<file path="config.mk">
export PLATFORM = sky130hd
export DESIGN_NAME = incr_count_reg
export DESIGN_NICKNAME = d
export VERILOG_FILES = /design/src/rtl/incr_pkg.sv /design/src/rtl/incr_ref_check.sv /design/src/rtl/incr_count_reg.sv
export SDC_FILE = /design/constraint.sdc
export NUM_CORES = 1
export LEC_CHECK = 0
export CAP_MARGIN = 20
export CORE_UTILIZATION = 40
export DETAILED_ROUTE_END_ITERATION = 16
export GPL_TIMING_DRIVEN = 0
export PLACE_DENSITY = 0.9
export SETUP_SLACK_MARGIN = 0.05
export SYNTH_ARGS = -nofsm -noshare
export SYNTH_HDL_FRONTEND = slang
export SYNTH_SLANG_ARGS = --single-unit
export TNS_END_PERCENT = 10
</file>
<file path="constraint.sdc">
create_clock -name clk -period 1.9 [get_ports clk]
set_input_delay 0.57 -clock clk [delete_from_list [all_inputs] [get_ports clk]]
set_output_delay 0.57 -clock clk [all_outputs]
set_load 0.005 [all_outputs]
</file>
<file path="src/rtl/incr_pkg.sv">
// Shared types and defaults for the incrementer-driven counter block.
package incr_pkg;

  localparam int WIDTH_DEF = 4;

  typedef enum logic [1:0] {
    IDLE = 2'd0,
    RUN  = 2'd1,
    DONE = 2'd2
  } state_e;

endpackage

</file>
<file path="src/rtl/incr_ref_check.sv">
// Flags when an external incrementer result differs from a + 1.
module incr_ref_check #(
  parameter int WIDTH = 4
) (
  input  logic [WIDTH-1:0] a,
  input  logic [WIDTH-1:0] s,
  input  logic             cout,
  output logic             mismatch
);

  logic [WIDTH:0] expected;

  assign expected = {1'b0, a} + {{WIDTH{1'b0}}, 1'b1};
  assign mismatch = ({cout, s} != expected);

endmodule

</file>
<file path="src/rtl/incr_count_reg.sv">
// Counter whose increment is performed by an external incrementer; this block
// sequences IDLE/RUN/DONE, hands cnt_q to a ready/valid consumer, and audits the sums.
module incr_count_reg
  import incr_pkg::*;
#(
  parameter int WIDTH = WIDTH_DEF,
  parameter bit WRAP  = 1'b1
) (
  input  logic             clk,
  input  logic             rst_n,
  input  logic             start,
  input  logic             stop,
  input  logic             load,
  input  logic [WIDTH-1:0] load_val,
  input  logic [WIDTH-1:0] term_val,
  input  logic [WIDTH-1:0] inc_s,
  input  logic             inc_cout,
  output logic [WIDTH-1:0] inc_a,
  output logic             inc_high,
  output logic [WIDTH-1:0] cnt_q,
  output logic             out_valid,
  input  logic             out_ready,
  output logic             done,
  output logic             ovf,
  output logic             err
);

  state_e           state, state_nxt;
  logic [WIDTH-1:0] cnt_nxt;
  logic             ovf_nxt, err_nxt;
  logic             xfer;
  logic             mismatch;

  // Value taken on a carry-out: wrap to zero or pin at all-ones.
  function automatic logic [WIDTH-1:0] carry_count();
    return WRAP ? {WIDTH{1'b0}} : {WIDTH{1'b1}};
  endfunction

  incr_ref_check #(.WIDTH(WIDTH)) u_ref_check (
    .a        (cnt_q),
    .s        (inc_s),
    .cout     (inc_cout),
    .mismatch (mismatch)
  );

  assign inc_a     = cnt_q;
  assign out_valid = (state == RUN);
  assign done      = (state == DONE);
  assign xfer      = (state == RUN) && out_ready && !stop;
  assign inc_high  = xfer;

  always_comb begin
    state_nxt = state;
    cnt_nxt   = cnt_q;
    ovf_nxt   = ovf;
    err_nxt   = err;
    unique case (state)
      IDLE: begin
        if (load) cnt_nxt = load_val;
        if (start) begin
          state_nxt = RUN;
          ovf_nxt   = 1'b0;
          err_nxt   = 1'b0;
        end
      end
      RUN: begin
        if (stop) begin
          state_nxt = IDLE;
        end else if (xfer) begin
          if (inc_cout) ovf_nxt = 1'b1;
          if (mismatch) err_nxt = 1'b1;
          // A saturating carry ends the run even if the terminal count also matches.
          if (inc_cout && !WRAP) begin
            cnt_nxt   = carry_count();
            state_nxt = DONE;
          end else if (cnt_q == term_val) begin
            cnt_nxt   = inc_s;
            state_nxt = DONE;
          end else if (inc_cout) begin
            cnt_nxt = carry_count();
          end else begin
            cnt_nxt = inc_s;
          end
        end
      end
      DONE: begin
        if (load) cnt_nxt = load_val;
        if (stop) begin
          state_nxt = IDLE;
        end else if (start) begin
          state_nxt = RUN;
          ovf_nxt   = 1'b0;
          err_nxt   = 1'b0;
        end
      end
      default: state_nxt = IDLE;
    endcase
  end

  // State and count register stage
  always_ff @(posedge clk) begin
    if (!rst_n) begin
      state <= IDLE;
      cnt_q <= '0;
      ovf   <= 1'b0;
      err   <= 1'b0;
    end else begin
      state <= state_nxt;
      cnt_q <= cnt_nxt;
      ovf   <= ovf_nxt;
      err   <= err_nxt;
    end
  end

endmodule

</file>
==> flow_summary.json, run 1 <==
{
  "status": "finished, final reports clean",
  "drc": 0,
  "netlist_area_um2": 586,
  "initial_utilization_pct": 43.9,
  "crit_type": "primary input to output pin",
  "ir_drop_mv": 0.368,
  "h-tree-depth": 1,
  "ios": 32,
  "ctsRootBufferMaster": "clkbuf_4",
  "multi_input_area_um2": 397,
  "fillCellCount": 100,
  "first_pass_iters": 4,
  "grt_pass1_wl_um": 2170,
  "use_met1_pct": 26.1,
  "tightest_slew_ns": 0.383,
  "startpoint_type": "primary input",
  "slew_violations": 0,
  "clock_path_buffers": 2,
  "cts_tree": "yes",
  "grt_use_met3_pct": 3.33,
  "slew_headroom_pct": 74.4,
  "slowest_stage": "and4bb_2",
  "rows": 13,
  "grt_pass1_vias": 517,
  "cp_data_arrival_time_ns": 1.29,
  "crit_required_ns": 1.33,
  "place_ws_ns": -0.573,
  "core_um2": 1330,
  "utilization_pct": 73.7,
  "seqCellArea_um2": 173,
  "max_freq_mhz": 538,
  "insertedDiodeCount": 0,
  "crit_fanout": 4,
  "cts_inserted_buffers": 3,
  "gp_congestion": 0.787,
  "use_met2_pct": 34.7,
  "clock_sinks": 8,
  "crit_chain": "clkdlybuf4s15_2 > and4bb_2 > clkdlybuf4s15_2",
  "post-route-period-util_pct": 97.8,
  "antenna_found_initial": 0,
  "fin_tns_setup_ns": 0,
  "finalSetupViolCount": 0,
  "grt_overflow": 0,
  "rsz0062_at_grt": "true",
  "routedWlPerCell_um": 12.4,
  "via_per_inst": 5.43,
  "wirelength_um": 1500,
  "yosys_warnings": 0,
  "dieWidth_um": 40.3,
  "drive_above_1_share_pct": 21.7,
  "antenna_left": 0,
  "cap_violations": 0,
  "yosysMostFrequentCell": "dfxtp_1",
  "yosysTopAreaCell": "dfxtp_1",
  "clkTransAtPathRegs_ns": 0.06,
  "grt-busiest-layer": "met2",
  "synth_top_area_share_pct": 27.4,
  "hold_viol": 0,
  "holdCritPathClass": "register to register",
  "final.min_clock_period_ns": 1.86,
  "p_per_area_nw_per_um2": 545,
  "synth-edff-count": 0,
  "postSynth.asyncResetShare_pct": 0,
  "synth_area_leaders": "dfxtp_1, xor2_1, nor2b_1, a31oi_1, nand2b_1",
  "synth.avg_cell_area_um2": 8.25,
  "track_usage_pct": 20.6,
  "finalNetCount": 128,
  "fin_skew_ns": 0.00212,
  "r2r_slack_ns": 0.47,
  "cpMostUsedCell": "clkdlybuf4s15_2",
  "synth-main-ff-cell": "dfxtp_1",
  "vias": 657,
  "seq_area_frac_synth_pct": 27.4,
  "synthTopCellsByCount": "dfxtp_1, nor2b_1, o21ai_0, xor2_1",
  "layout_setup_ws_ns": 0.0414,
  "netlist_instances": 71,
  "ys_seq_elements": 8,
  "syn2layout_area_growth_pct": 67.9,
  "drt_iter0_drc": 12,
  "synth_nets": 91,
  "synth_cell_type_count": 28,
  "max_stage_delay_ns": 0.31,
  "grt_max_degree": 11,
  "worstSetupEndpointType": "output pin",
  "power.leakage_nw": 0.404,
  "die_area_um2": 1620,
  "fp.dieH_um": 40.3,
  "clk_latency_ns": 0.26,
  "port_buffers": 31
}
-- layout make-up --
cell class / instances / share of cell area, %
flip-flops and latches: 8 / 17.6
plain buffers: 5 / 4.20
clock buffers: 3 / 2.29
repair buffers: 32 / 32.2
well taps: 15 / 1.91
multi-input cells: 54 / 40.3
inverters: 4 / 1.53
-- path summary, 6_finish.rpt --
kind / start / to / cells past startpoint
setup reg to reg: cnt_q[3] / cnt_q[0] / 4
setup / recovery: stop / inc_high / 3
hold / removal: ovf / ovf / 2
hold reg to reg: ovf / ovf / 2
-- cell usage in the layout (no fill, tap or decap), types with 3 or more instances in the layout --
cell,instances
o21ai_0,6
xor2_1,6
nand3_1,3
nor2b_1,5
buf_4,5
dlygate4sd2_1,3
a21oi_1,4
a31oi_1,5
clkbuf_4,3
clkdlybuf4s50_1,26
nand2b_1,4
inv_1,4
dfxtp_2,4
-- flip-flops by register name, indices dropped and copies added, names as in the netlist --
signal and count:
cnt_q 4, ovf 1, err 1, state 2
-- per-layer routing --
layer | vias to the layer above | share of wire [%]
met2 | 29 | 46
met4 | 0 | 1.3
met5 | - | 0
met1 | 300 | 46
met3 | 2 | 7.4
li1 | 326 | -
-- per-stage QoR --
stage / area [µm²] / hold slack, ns / total power, mW / instances
final: 983 / 0.542 / 0.536 / 121
after global routing: 983 / 0.594 / 0.568 / 121
after CTS: 981 / 0.577 / 0.537 / 121
after detailed placement: 915 / 0.556 / 0.388 / 117
after global placement: 915 / 0.525 / 0.384 / 117
after floorplan: 586 / 0.512 / 0.289 / 71
-- power by group --
part | leakage (nW) | internal (mW) | switching [mW] | total [mW]
Sequential | 0.0684 | 0.181 | 0.0212 | 0.202
Clock | 0.0138 | 0.0729 | 0.0670 | 0.140
Combinational | 0.322 | 0.118 | 0.0760 | 0.194
Total | 0.404 | 0.372 | 0.164 | 0.536
-- kinds of logic after synthesis --
group,synth area share [%]
flops,27.3
fa+ha+maj,2.14
xor+xnor,13.2
buf+inv,8.55
compound gates,25.6
simple gates,23.1
-- critical path: cells and delay by family --
family / cells / cell delay, ns
buf+inv: 2 / 0.41
simple gates: 1 / 0.31
-- timing repair --
action                                  CTS  global route
hold buffers                              0             0
endpoints found under the setup margin   14             9
gates resized for setup                  21             1
pin swaps                                 1             0
hold endpoints to repair                  0             0
buffers inserted                          1             0
Note: power is estimated with default switching activity, not from simulation.
==> inputs of run 2 (changes only) <==
Settings changed: SLEW_MARGIN set to 20.
==> results of run 2 <==
The final DEF is identical to that of run 1; final timing and power are the same.
==> inputs of run 3 (changes only) <==
Settings changed: SKIP_LAST_GASP set to 1.
==> run 3 against run 2 <==
- the flow now finishes with violations (setup timing)
- critical path type unchanged
- sequential power about the same
- fmax down 5.1%
- power up 0.27%
- critical path depth unchanged
==> flow_summary.json, run 3 (synthesis gave the netlist of run 1 again) <==
{
  "clk_latency_ns": 0.25,
  "clkTransAtPathRegs_ns": 0.06,
  "ir_drop_mv": 0.366,
  "port_buffers": 31,
  "final_cell_mix": "clkdlybuf4s50_1, xor2_1, o21ai_0",
  "grt_pass1_vias": 507,
  "antenna_found_initial": 0,
  "grt_overflow": 0,
  "cp_data_arrival_time_ns": 1.39,
  "crit_type": "primary input to output pin",
  "violations": "setup timing",
  "core_um2": 1330,
  "power.leakage_nw": 0.417,
  "largest_register_ffs": 4,
  "grt_pass1_wl_um": 2130,
  "rows": 13,
  "place_ws_ns": -0.573,
  "wirelength_um": 1640,
  "clock_path_buffers": 2,
  "initial_utilization_pct": 43.9,
  "track_usage_pct": 20.3,
  "tightest_slew_ns": 0.422,
  "slew_headroom_pct": 71.6,
  "routedWlPerCell_um": 13.5,
  "cts_hold_buffers": 0,
  "ctsRootBufferMaster": "clkbuf_4",
  "final.min_clock_period_ns": 1.96,
  "post-route-period-util_pct": 103,
  "rsz0062_at_grt": "true",
  "die_area_um2": 1620,
  "vias": 672,
  "cts_tree": "yes",
  "fin_skew_ns": 0.000580,
  "drc": 0,
  "status": "finished with violations",
  "dieWidth_um": 40.3,
  "grt_max_degree": 11,
  "antenna_left": 0,
  "p_per_area_nw_per_um2": 555,
  "syn2layout_area_growth_pct": 65.4,
  "layout_commonest_cell": "clkdlybuf4s50_1",
  "slew_violations": 0,
  "h-tree-depth": 1,
  "worstSetupEndpointType": "output pin",
  "finalNetCount": 128,
  "fp.dieH_um": 40.3,
  "max_freq_mhz": 510,
  "drt_iter0_drc": 17,
  "cts_inserted_buffers": 3,
  "fin_area_um2": 968,
  "drive_above_1_share_pct": 17.0,
  "gp_congestion": 0.787,
  "largestRegisters": "cnt_q (4), state (2)",
  "holdCritPathClass": "register to register",
  "layout_setup_ws_ns": -0.0593,
  "first_pass_iters": 4,
  "utilization_pct": 72.6,
  "max_flop_register": "cnt_q",
  "via_per_inst": 5.55,
  "startpoint_type": "primary input",
  "crit_fanout": 4,
  "finalSetupViolCount": 2,
  "insertedDiodeCount": 0,
  "crit_required_ns": 1.33,
  "hold_viol": 0,
  "cap_violations": 0,
  "clock_sinks": 8,
  "ios": 32,
  "post_dp_cell_area_um2": 915
}
[run 3: what timing repair did]
action,in CTS,in global routing
setup endpoints to repair,14,13
pin swaps,1,0
gates resized for setup,8,4
buffers inserted,1,0
[run 3: layer usage]
layer,vias to the layer above,routed length (µm),GRT usage [%]
met5,-,0,0
met4,0,35,7.50
met3,4,140,3.33
met2,41,783,35.1
met1,303,677,25.1
li1,324,-,-
[run 3: path summary, 6_finish.rpt]
path	from	endpoint	slack, ns	cells after the start
hold reg to reg	ovf	ovf	0.57	2
hold / removal	ovf	ovf	0.57	2
setup / recovery	stop	inc_high	-0.06	3
setup reg to reg	cnt_q[3]	state[1]	0.40	4
[run 3: area by class of cell]
type	count	area (µm²)
sequential	8	165
multi-input combinational	54	389
tap	15	18.8
fill	102	365
buffer	5	41.3
inverter	4	15.0
timing repair buffer	32	317
clock buffer	3	22.5
[run 3: metrics by stage]
stage	hold WS [ns]	cells	setup TNS [ns]	power, mW
2_1_floorplan	0.512	71	0	0.289
3_3_place_gp	0.525	117	-1.44	0.384
3_5_place_dp	0.556	117	-1.74	0.388
4_1_cts	0.577	121	-0.151	0.528
5_1_grt	0.597	121	-0.280	0.569
6_report	0.568	121	-0.116	0.537
[run 3: report_power, final]
| group | internal (mW) | total (mW) | switching (mW) |
|---|---|---|---|
| logic | 0.117 | 0.195 | 0.0781 |
| registers | 0.181 | 0.201 | 0.0203 |
| clock network | 0.0729 | 0.141 | 0.0678 |
| total | 0.371 | 0.537 | 0.166 |
[run 3: worst max-delay path: stages]
cell,delay (ns)
dlygate4sd2_1,0.26
and4bb_2,0.31
dlygate4sd2_1,0.24
